## config.mk

```make
export PLATFORM = sky130hd
export DESIGN_NAME = gray_frame_ctrl_flat
export DESIGN_NICKNAME = d
export VERILOG_FILES = /design/src/rtl/gray_pkg.sv /design/src/rtl/gray_frame_ctrl_if.sv /design/src/rtl/grayscale.sv /design/src/rtl/gray_frame_ctrl.sv /design/src/flat_wrapper.sv
export SDC_FILE = /design/constraint.sdc
export NUM_CORES = 1
export LEC_CHECK = 0
export ABC_AREA = 1
export CAP_MARGIN = 0
export CELL_PAD_IN_SITES_DETAIL_PLACEMENT = 1
export CELL_PAD_IN_SITES_GLOBAL_PLACEMENT = 1
export CORE_UTILIZATION = 30
export CTS_BUF_LIST = sky130_fd_sc_hd__clkbuf_16
export CTS_CLUSTER_DIAMETER = 30
export CTS_CLUSTER_SIZE = 30
export DETAILED_ROUTE_END_ITERATION = 12
export PLACE_DENSITY_LB_ADDON = 0.1
export SLEW_MARGIN = 10
export SYNTH_ARGS = -nofsm -noshare
export SYNTH_HDL_FRONTEND = slang
export SYNTH_SLANG_ARGS = --single-unit
```

## constraint.sdc

```tcl
create_clock -name clk -period 4.41 [get_ports clk]
set_clock_uncertainty 0.05 [all_clocks]
set_input_delay 0.882 -clock clk [delete_from_list [all_inputs] [get_ports clk]]
set_output_delay 0.882 -clock clk [all_outputs]
set_load 0.1 [all_outputs]
```

## src/rtl/gray_pkg.sv

```systemverilog
// Shared definitions for the grayscale frame stage: rounding modes, FSM states
// and the byte lanes of a packed {B, G, R} pixel.
package gray_pkg;

    localparam logic [1:0] RND_UP   = 2'b00;
    localparam logic [1:0] RND_DOWN = 2'b01;
    localparam logic [1:0] RND_EVEN = 2'b10;

    localparam int R_LSB = 0;
    localparam int G_LSB = 8;
    localparam int B_LSB = 16;

    typedef enum logic [1:0] {
        ST_IDLE,
        ST_RUN,
        ST_DRAIN,
        ST_DONE
    } state_e;

endpackage

```

## src/rtl/gray_frame_ctrl_if.sv

```systemverilog
// Pixel streams around the frame controller: RGB in, gray plus line/frame markers out.
// slave is the controller side; master is the side that feeds and drains it.
interface gray_frame_ctrl_if;

    logic        s_valid;
    logic        s_ready;
    logic [23:0] s_data;
    logic        m_valid;
    logic        m_ready;
    logic [7:0]  m_data;
    logic        m_sol;
    logic        m_eol;
    logic        m_eof;

    modport slave (
        input  s_valid, s_data, m_ready,
        output s_ready, m_valid, m_data, m_sol, m_eol, m_eof
    );

    modport master (
        output s_valid, s_data, m_ready,
        input  s_ready, m_valid, m_data, m_sol, m_eol, m_eof
    );

endinterface

```

## src/rtl/grayscale.sv

```systemverilog
// Combinational RGB to gray core: (5R + 9G + 2B) / 16 with selectable rounding.
// Mode 2'b11 is treated as truncation.
module grayscale
    import gray_pkg::*;
(
    input  logic [23:0] rgb_i,
    input  logic [1:0]  mode_i,
    output logic [7:0]  gray_o
);

    logic [11:0] sum;
    logic [7:0]  whole;
    logic [3:0]  frac;
    logic        round_up;

    assign sum = 12'd5 * {4'd0, rgb_i[R_LSB +: 8]}
               + 12'd9 * {4'd0, rgb_i[G_LSB +: 8]}
               + 12'd2 * {4'd0, rgb_i[B_LSB +: 8]};
    assign whole = sum[11:4];
    assign frac  = sum[3:0];

    always_comb begin
        case (mode_i)
            RND_UP:   round_up = (frac != 4'd0);
            RND_EVEN: round_up = (frac > 4'd8) || ((frac == 4'd8) && whole[0]);
            default:  round_up = 1'b0;
        endcase
    end

    // whole is 255 only when sum is 4080, whose fraction is zero, so no wrap.
    assign gray_o = whole + {7'd0, round_up};

endmodule

```

## src/rtl/gray_frame_ctrl.sv

```systemverilog
// Frame sequencer: latches geometry/mode on start, converts one pixel per beat and
// tags outputs with start-of-line, end-of-line and end-of-frame markers.
//
//   state    | meaning
//   ST_IDLE  | waiting for start, outputs quiet
//   ST_RUN   | accepting pixels, one output register stage
//   ST_DRAIN | last pixel taken, waiting for the eof beat to leave
//   ST_DONE  | one-cycle done pulse
module gray_frame_ctrl
    import gray_pkg::*;
#(
    parameter int DIM_W = 12
) (
    input  logic               clk,
    input  logic               rst,
    input  logic               start,
    input  logic [DIM_W-1:0]   cfg_width,
    input  logic [DIM_W-1:0]   cfg_height,
    input  logic [1:0]         cfg_mode,
    output logic               busy,
    output logic               done,
    gray_frame_ctrl_if.slave   bus
);

    state_e           state_q, state_d;
    logic [DIM_W-1:0] width_q, height_q;
    logic [DIM_W-1:0] x_q, x_d, y_q, y_d;
    logic [1:0]       mode_q;
    logic             m_valid_q, m_sol_q, m_eol_q, m_eof_q;
    logic [7:0]       m_data_q;
    logic [7:0]       gray;
    logic             start_ok, zero_size, s_fire, x_last, y_last;

    assign start_ok  = (state_q == ST_IDLE) && start;
    assign zero_size = (cfg_width == '0) || (cfg_height == '0);
    assign x_last    = (x_q == width_q - DIM_W'(1));
    assign y_last    = (y_q == height_q - DIM_W'(1));
    assign s_fire    = bus.s_valid && bus.s_ready;

    grayscale u_grayscale (
        .rgb_i  (bus.s_data),
        .mode_i (mode_q),
        .gray_o (gray)
    );

    always_ff @(posedge clk) begin
        if (rst) state_q <= ST_IDLE;
        else     state_q <= state_d;
    end

    always_comb begin
        state_d = state_q;
        case (state_q)
            ST_IDLE:  if (start) state_d = zero_size ? ST_DONE : ST_RUN;
            ST_RUN:   if (s_fire && x_last && y_last) state_d = ST_DRAIN;
            ST_DRAIN: if (m_valid_q && bus.m_ready) state_d = ST_DONE;
            ST_DONE:  state_d = ST_IDLE;
            default:  state_d = ST_IDLE;
        endcase
    end

    always_comb begin
        busy        = (state_q != ST_IDLE);
        done        = (state_q == ST_DONE);
        bus.s_ready = (state_q == ST_RUN) && (!m_valid_q || bus.m_ready);
    end

    always_comb begin
        x_d = x_q;
        y_d = y_q;
        if (start_ok) begin
            x_d = '0;
            y_d = '0;
        end else if (s_fire) begin
            if (x_last) begin
                x_d = '0;
                y_d = y_q + DIM_W'(1);
            end else begin
                x_d = x_q + DIM_W'(1);
            end
        end
    end

    always_ff @(posedge clk) begin
        if (rst) begin
            x_q       <= '0;
            y_q       <= '0;
            width_q   <= '0;
            height_q  <= '0;
            mode_q    <= RND_UP;
            m_valid_q <= 1'b0;
            m_data_q  <= '0;
            m_sol_q   <= 1'b0;
            m_eol_q   <= 1'b0;
            m_eof_q   <= 1'b0;
        end else begin
            x_q <= x_d;
            y_q <= y_d;
            if (start_ok) begin
                width_q  <= cfg_width;
                height_q <= cfg_height;
                mode_q   <= cfg_mode;
            end
            // s_ready already guarantees the register is empty or draining here.
            if (s_fire) begin
                m_valid_q <= 1'b1;
                m_data_q  <= gray;
                m_sol_q   <= (x_q == '0);
                m_eol_q   <= x_last;
                m_eof_q   <= x_last && y_last;
            end else if (bus.m_ready) begin
                m_valid_q <= 1'b0;
            end
        end
    end

    assign bus.m_valid = m_valid_q;
    assign bus.m_data  = m_data_q;
    assign bus.m_sol   = m_sol_q;
    assign bus.m_eol   = m_eol_q;
    assign bus.m_eof   = m_eof_q;

endmodule
```

## src/flat_wrapper.sv

```systemverilog
// flat-port wrapper written by rule: the top's interface ports become plain ports
module gray_frame_ctrl_flat import gray_pkg::*;
#(
    parameter int DIM_W = 12
)
  (clk, rst, start, cfg_width, cfg_height, cfg_mode, busy, done, bus_s_valid, bus_s_data, bus_m_ready, bus_s_ready, bus_m_valid, bus_m_data, bus_m_sol, bus_m_eol, bus_m_eof);
  gray_frame_ctrl_if bus_i ();
  input  logic clk;
  input  logic rst;
  input  logic start;
  input  logic [DIM_W-1:0] cfg_width;
  input  logic [DIM_W-1:0] cfg_height;
  input  logic [1:0] cfg_mode;
  output logic busy;
  output logic done;
  input wire logic [$bits(bus_i.s_valid)-1:0] bus_s_valid;
  input wire logic [$bits(bus_i.s_data)-1:0] bus_s_data;
  input wire logic [$bits(bus_i.m_ready)-1:0] bus_m_ready;
  output wire logic [$bits(bus_i.s_ready)-1:0] bus_s_ready;
  output wire logic [$bits(bus_i.m_valid)-1:0] bus_m_valid;
  output wire logic [$bits(bus_i.m_data)-1:0] bus_m_data;
  output wire logic [$bits(bus_i.m_sol)-1:0] bus_m_sol;
  output wire logic [$bits(bus_i.m_eol)-1:0] bus_m_eol;
  output wire logic [$bits(bus_i.m_eof)-1:0] bus_m_eof;
  assign bus_i.s_valid = bus_s_valid;
  assign bus_i.s_data = bus_s_data;
  assign bus_i.m_ready = bus_m_ready;
  assign bus_s_ready = bus_i.s_ready;
  assign bus_m_valid = bus_i.m_valid;
  assign bus_m_data = bus_i.m_data;
  assign bus_m_sol = bus_i.m_sol;
  assign bus_m_eol = bus_i.m_eol;
  assign bus_m_eof = bus_i.m_eof;
  gray_frame_ctrl #(.DIM_W(DIM_W)) u_core (.clk(clk), .rst(rst), .start(start), .cfg_width(cfg_width), .cfg_height(cfg_height), .cfg_mode(cfg_mode), .busy(busy), .done(done), .bus(bus_i));
endmodule
```

==> results.yml <==
die:
  row_count: 47
  die_span_in_x_um: 133
  core-area_um2: 16700
  dieHeight_um: 133
  design.portCount: 70
  initial_core_util_pct: 31.0
  die-area_um2: 17800
cts:
  clockRootBuffer: "sky130_fd_sc_hd__clkbuf_16"
  clock_insertion_delay_worst_skew_ns: 0.35
  numCtsBuffers: 9
  ctsLongestPathBuffers: 2
  ctsHoldBuffers: 0
  clk_pin_slew_worst_paths_ns: 0.06
  clock_sinks: 64
  cts-htree-levels: 3
  cts_tree: "yes"
logic_synthesis:
  syn-num-nets: 865
  number_of_synthesized_register_bits: 64
  syn_area_um2: 5170
  ys_seq_area_share_pct: 24.8
  number_of_flops_mapped_to_enable_cells_by_yosys: 0
  yosysWarningCount: 0
  synthesis.area_per_instance_um2: 6.93
  ys_dominant_reg_cell: "sky130_fd_sc_hd__dfxtp_1"
  netlist-cell-type-count: 36
  postSynth.asyncResetShare_pct: 0
  postSynthCellCount: 746
drt:
  routed_wirelength_mm: 15.8
  dr.first_iter.drc_count: 139
  routed-via-count: 5094
  drt_pre_antenna_iters: 4
  post_drt_via_cell_ratio: 4.71
  ant_nets: 0
  detail_route.drc_violations: 0
  route.detailed.wl_per_inst_um: 14.6
power:
  clock_power_share_pct: 18.5
  share_comb_of_total_power_pct: 63.6
  leakage_uw: 0.00316
  swShare_pct: 46.4
  internal_power_uw: 2310
  p_switching_uw: 2000
  peak_vdd_ir_v: 0.000295
  power_frac_seq_pct: 17.9
  pwr_cell_area_nw_per_um2: 616
  total_power_uw: 4310
sta:
  finalMaxSlewViolations: 0
  relSlewSlack_pct: 26.8
  timing_worst_slew_pin_value_ns: 1.10
  setup_viol_count_final: 0
  final_min_period_over_clock_period_pct: 96.7
  setup_tns_ns: 0
  worst_slack_ns: 0.145
  final.min_clock_period_ns: 4.26
  final_hold_viol_count: 0
  max_clk_rate_mhz: 234
job:
  max_cap_viol_count: 0
finish:
  ff_latch_area_um2: 1280
  diode_count: 0
  multi_input_area_um2: 3630
  non_filler_instance_count_after_layout: 1081
  design_area_um2: 7000
  n_fill_cell: 2123
  area_growth_pct: 35.3
  layout-drive-gt1-share_pct: 15.3
  finish.net_count: 975
critical_path:
  setup.worst_path.end_class: "flip-flop"
  crit_path_start_kind: "primary input"
  worstPathRequired_ns: 4.60
  worst-endpoint-arrival_ns: 4.45
  setup.worst_path.class: "in2reg"
  cp_max_fo: 3
  timing.reg2reg.setup_slack_ns: 1.66
grt:
  global_route_wire_length_before_repair_mm: 26.5
  grt_max_degree: 44
  grt_remaining_overflow: 0
  antenna_found_initial: 0
  grt_usage_pct: 18.9
  first_global_vias: 5418
placement:
  buffer_ports.inserted: 69
  place.detailed.hpwl_mm: 12.9
  dpl.cell_count: 1063
  dpl_cell_area_um2: 6390
  globalplace.congestion: 0.831
  dp_worst_setup_slack_ns: -0.848
outcome:
  run_status: "finished clean"
min_path:
  min_path_type: "reg2reg"
[layout make-up]
type	instances	area share, %
clock buffer	9	3.22
tap	220	3.93
inverter	131	7.03
clock inverter	7	1.47
timing repair buffer	110	14.1
multi-input combinational	540	51.9
sequential	64	18.3
[logic make-up after synthesis]
group,Yosys count,synth area share (%)
AO/OA/AOI/OAI,101,10.3
flip-flops,64,24.8
XOR/XNOR,38,6.70
adder cells (fa/ha/maj),64,18.4
AND/OR/NAND/NOR,337,29.6
buffers and inverters,142,10.3
[cells in the mapped netlist, drive strengths merged (2+ instances only)]
cell type | n | area share [%]
fa | 20 | 7.7
nand3 | 53 | 5.4
a21oi | 41 | 4.0
dfxtp | 64 | 25
or2 | 3 | 0.36
nand2 | 134 | 10
clkinv | 2 | 0.15
o21bai | 4 | 0.58
o41ai | 2 | 0.34
nor3b | 3 | 0.53
nor2 | 101 | 8.0
nand4 | 13 | 1.6
nor3 | 17 | 2.0
nand3b | 3 | 0.44
xor2 | 28 | 4.7
nor4 | 9 | 1.1
inv | 129 | 9.4
clkbuf | 11 | 0.80
o21a | 2 | 0.29
o21ai | 50 | 4.8
ha | 44 | 11
xnor2 | 9 | 1.5
[power by group through the flow]
stage | logic (uW) | registers, uW | clock network, uW
detailed placement | 2320 | 786 | 0
global route | 3050 | 788 | 838
global placement | 2260 | 783 | 0
floorplan | 1410 | 915 | 0
finish | 2740 | 771 | 799
CTS | 2600 | 775 | 818
[final timing paths]
path	to	start	cells past startpoint
max	u_core.bus.m_data[4]	bus_s_data[17]	16
min	u_core.bus.m_eol	u_core.bus.m_eol	2
max reg2reg	u_core.x_q[9]	u_core.state_q[1]	10
min reg2reg	u_core.bus.m_eol	u_core.bus.m_eol	2
[cells in the final DEF (no fill, tap or decap), drive strengths merged, types with 12 or more instances in the layout]
cell,n
xor2,28
clkdlybuf4s50,54
a21oi,41
inv,131
ha,44
o21ai,50
nand4,13
fa,20
buf,44
nor3,17
clkbuf,12
dfxtp,64
nor2,101
nand2,134
nand3,53
[per-stage QoR]
step	hold slack, ns	utilization, %
after floorplan	0.379	-
after global placement	0.405	38.2
after detailed placement	0.406	38.2
after CTS	0.432	41.3
after global routing	0.478	41.9
final	0.427	41.9
[registers in the layout (all words and copies together), names as in the netlist]
name                count
u_core.mode_q           2
u_core.state_q          2
u_core.bus.m_eol        1
u_core.y_q             12
u_core.height_q        12
u_core.width_q         12
u_core.bus.m_sol        1
u_core.x_q             12
u_core.bus.m_valid      1
u_core.bus.m_data       8
u_core.bus.m_eof        1
[routing by layer]
metal | vias to the layer above | global-route usage (%) | routed length [um]
met1 | 2407 | 23.9 | 7410
met5 | - | 0 | 0
met2 | 71 | 33.3 | 7820
li1 | 2606 | - | -
met4 | 0 | 5.43 | 167
met3 | 10 | 2.74 | 399
[worst max-delay path, cell delays in order]
cell and delay (ns):
sky130_fd_sc_hd__clkdlybuf4s50_1 0.47, sky130_fd_sc_hd__ha_1 0.23, sky130_fd_sc_hd__ha_1 0.32, sky130_fd_sc_hd__fa_1 0.49, sky130_fd_sc_hd__ha_1 0.25, sky130_fd_sc_hd__fa_2 0.41, sky130_fd_sc_hd__xor2_4 0.21, sky130_fd_sc_hd__o41ai_4 0.24
sky130_fd_sc_hd__a21oi_2 0.12, sky130_fd_sc_hd__ha_2 0.21, sky130_fd_sc_hd__ha_4 0.16, sky130_fd_sc_hd__nand3_2 0.09, sky130_fd_sc_hd__nor2_4 0.05, sky130_fd_sc_hd__xor2_1 0.13, sky130_fd_sc_hd__o21bai_1 0.12, sky130_fd_sc_hd__inv_1 0.05
[what timing repair did]
action / in CTS / in global routing
pin swaps: 19 / 34
endpoints found under the setup margin: 8 / 7
setup buffers: 1 / 1
hold endpoints to repair: 0 / 0
gates resized for setup: 43 / 44
Note: power is estimated with default switching activity, not from simulation.
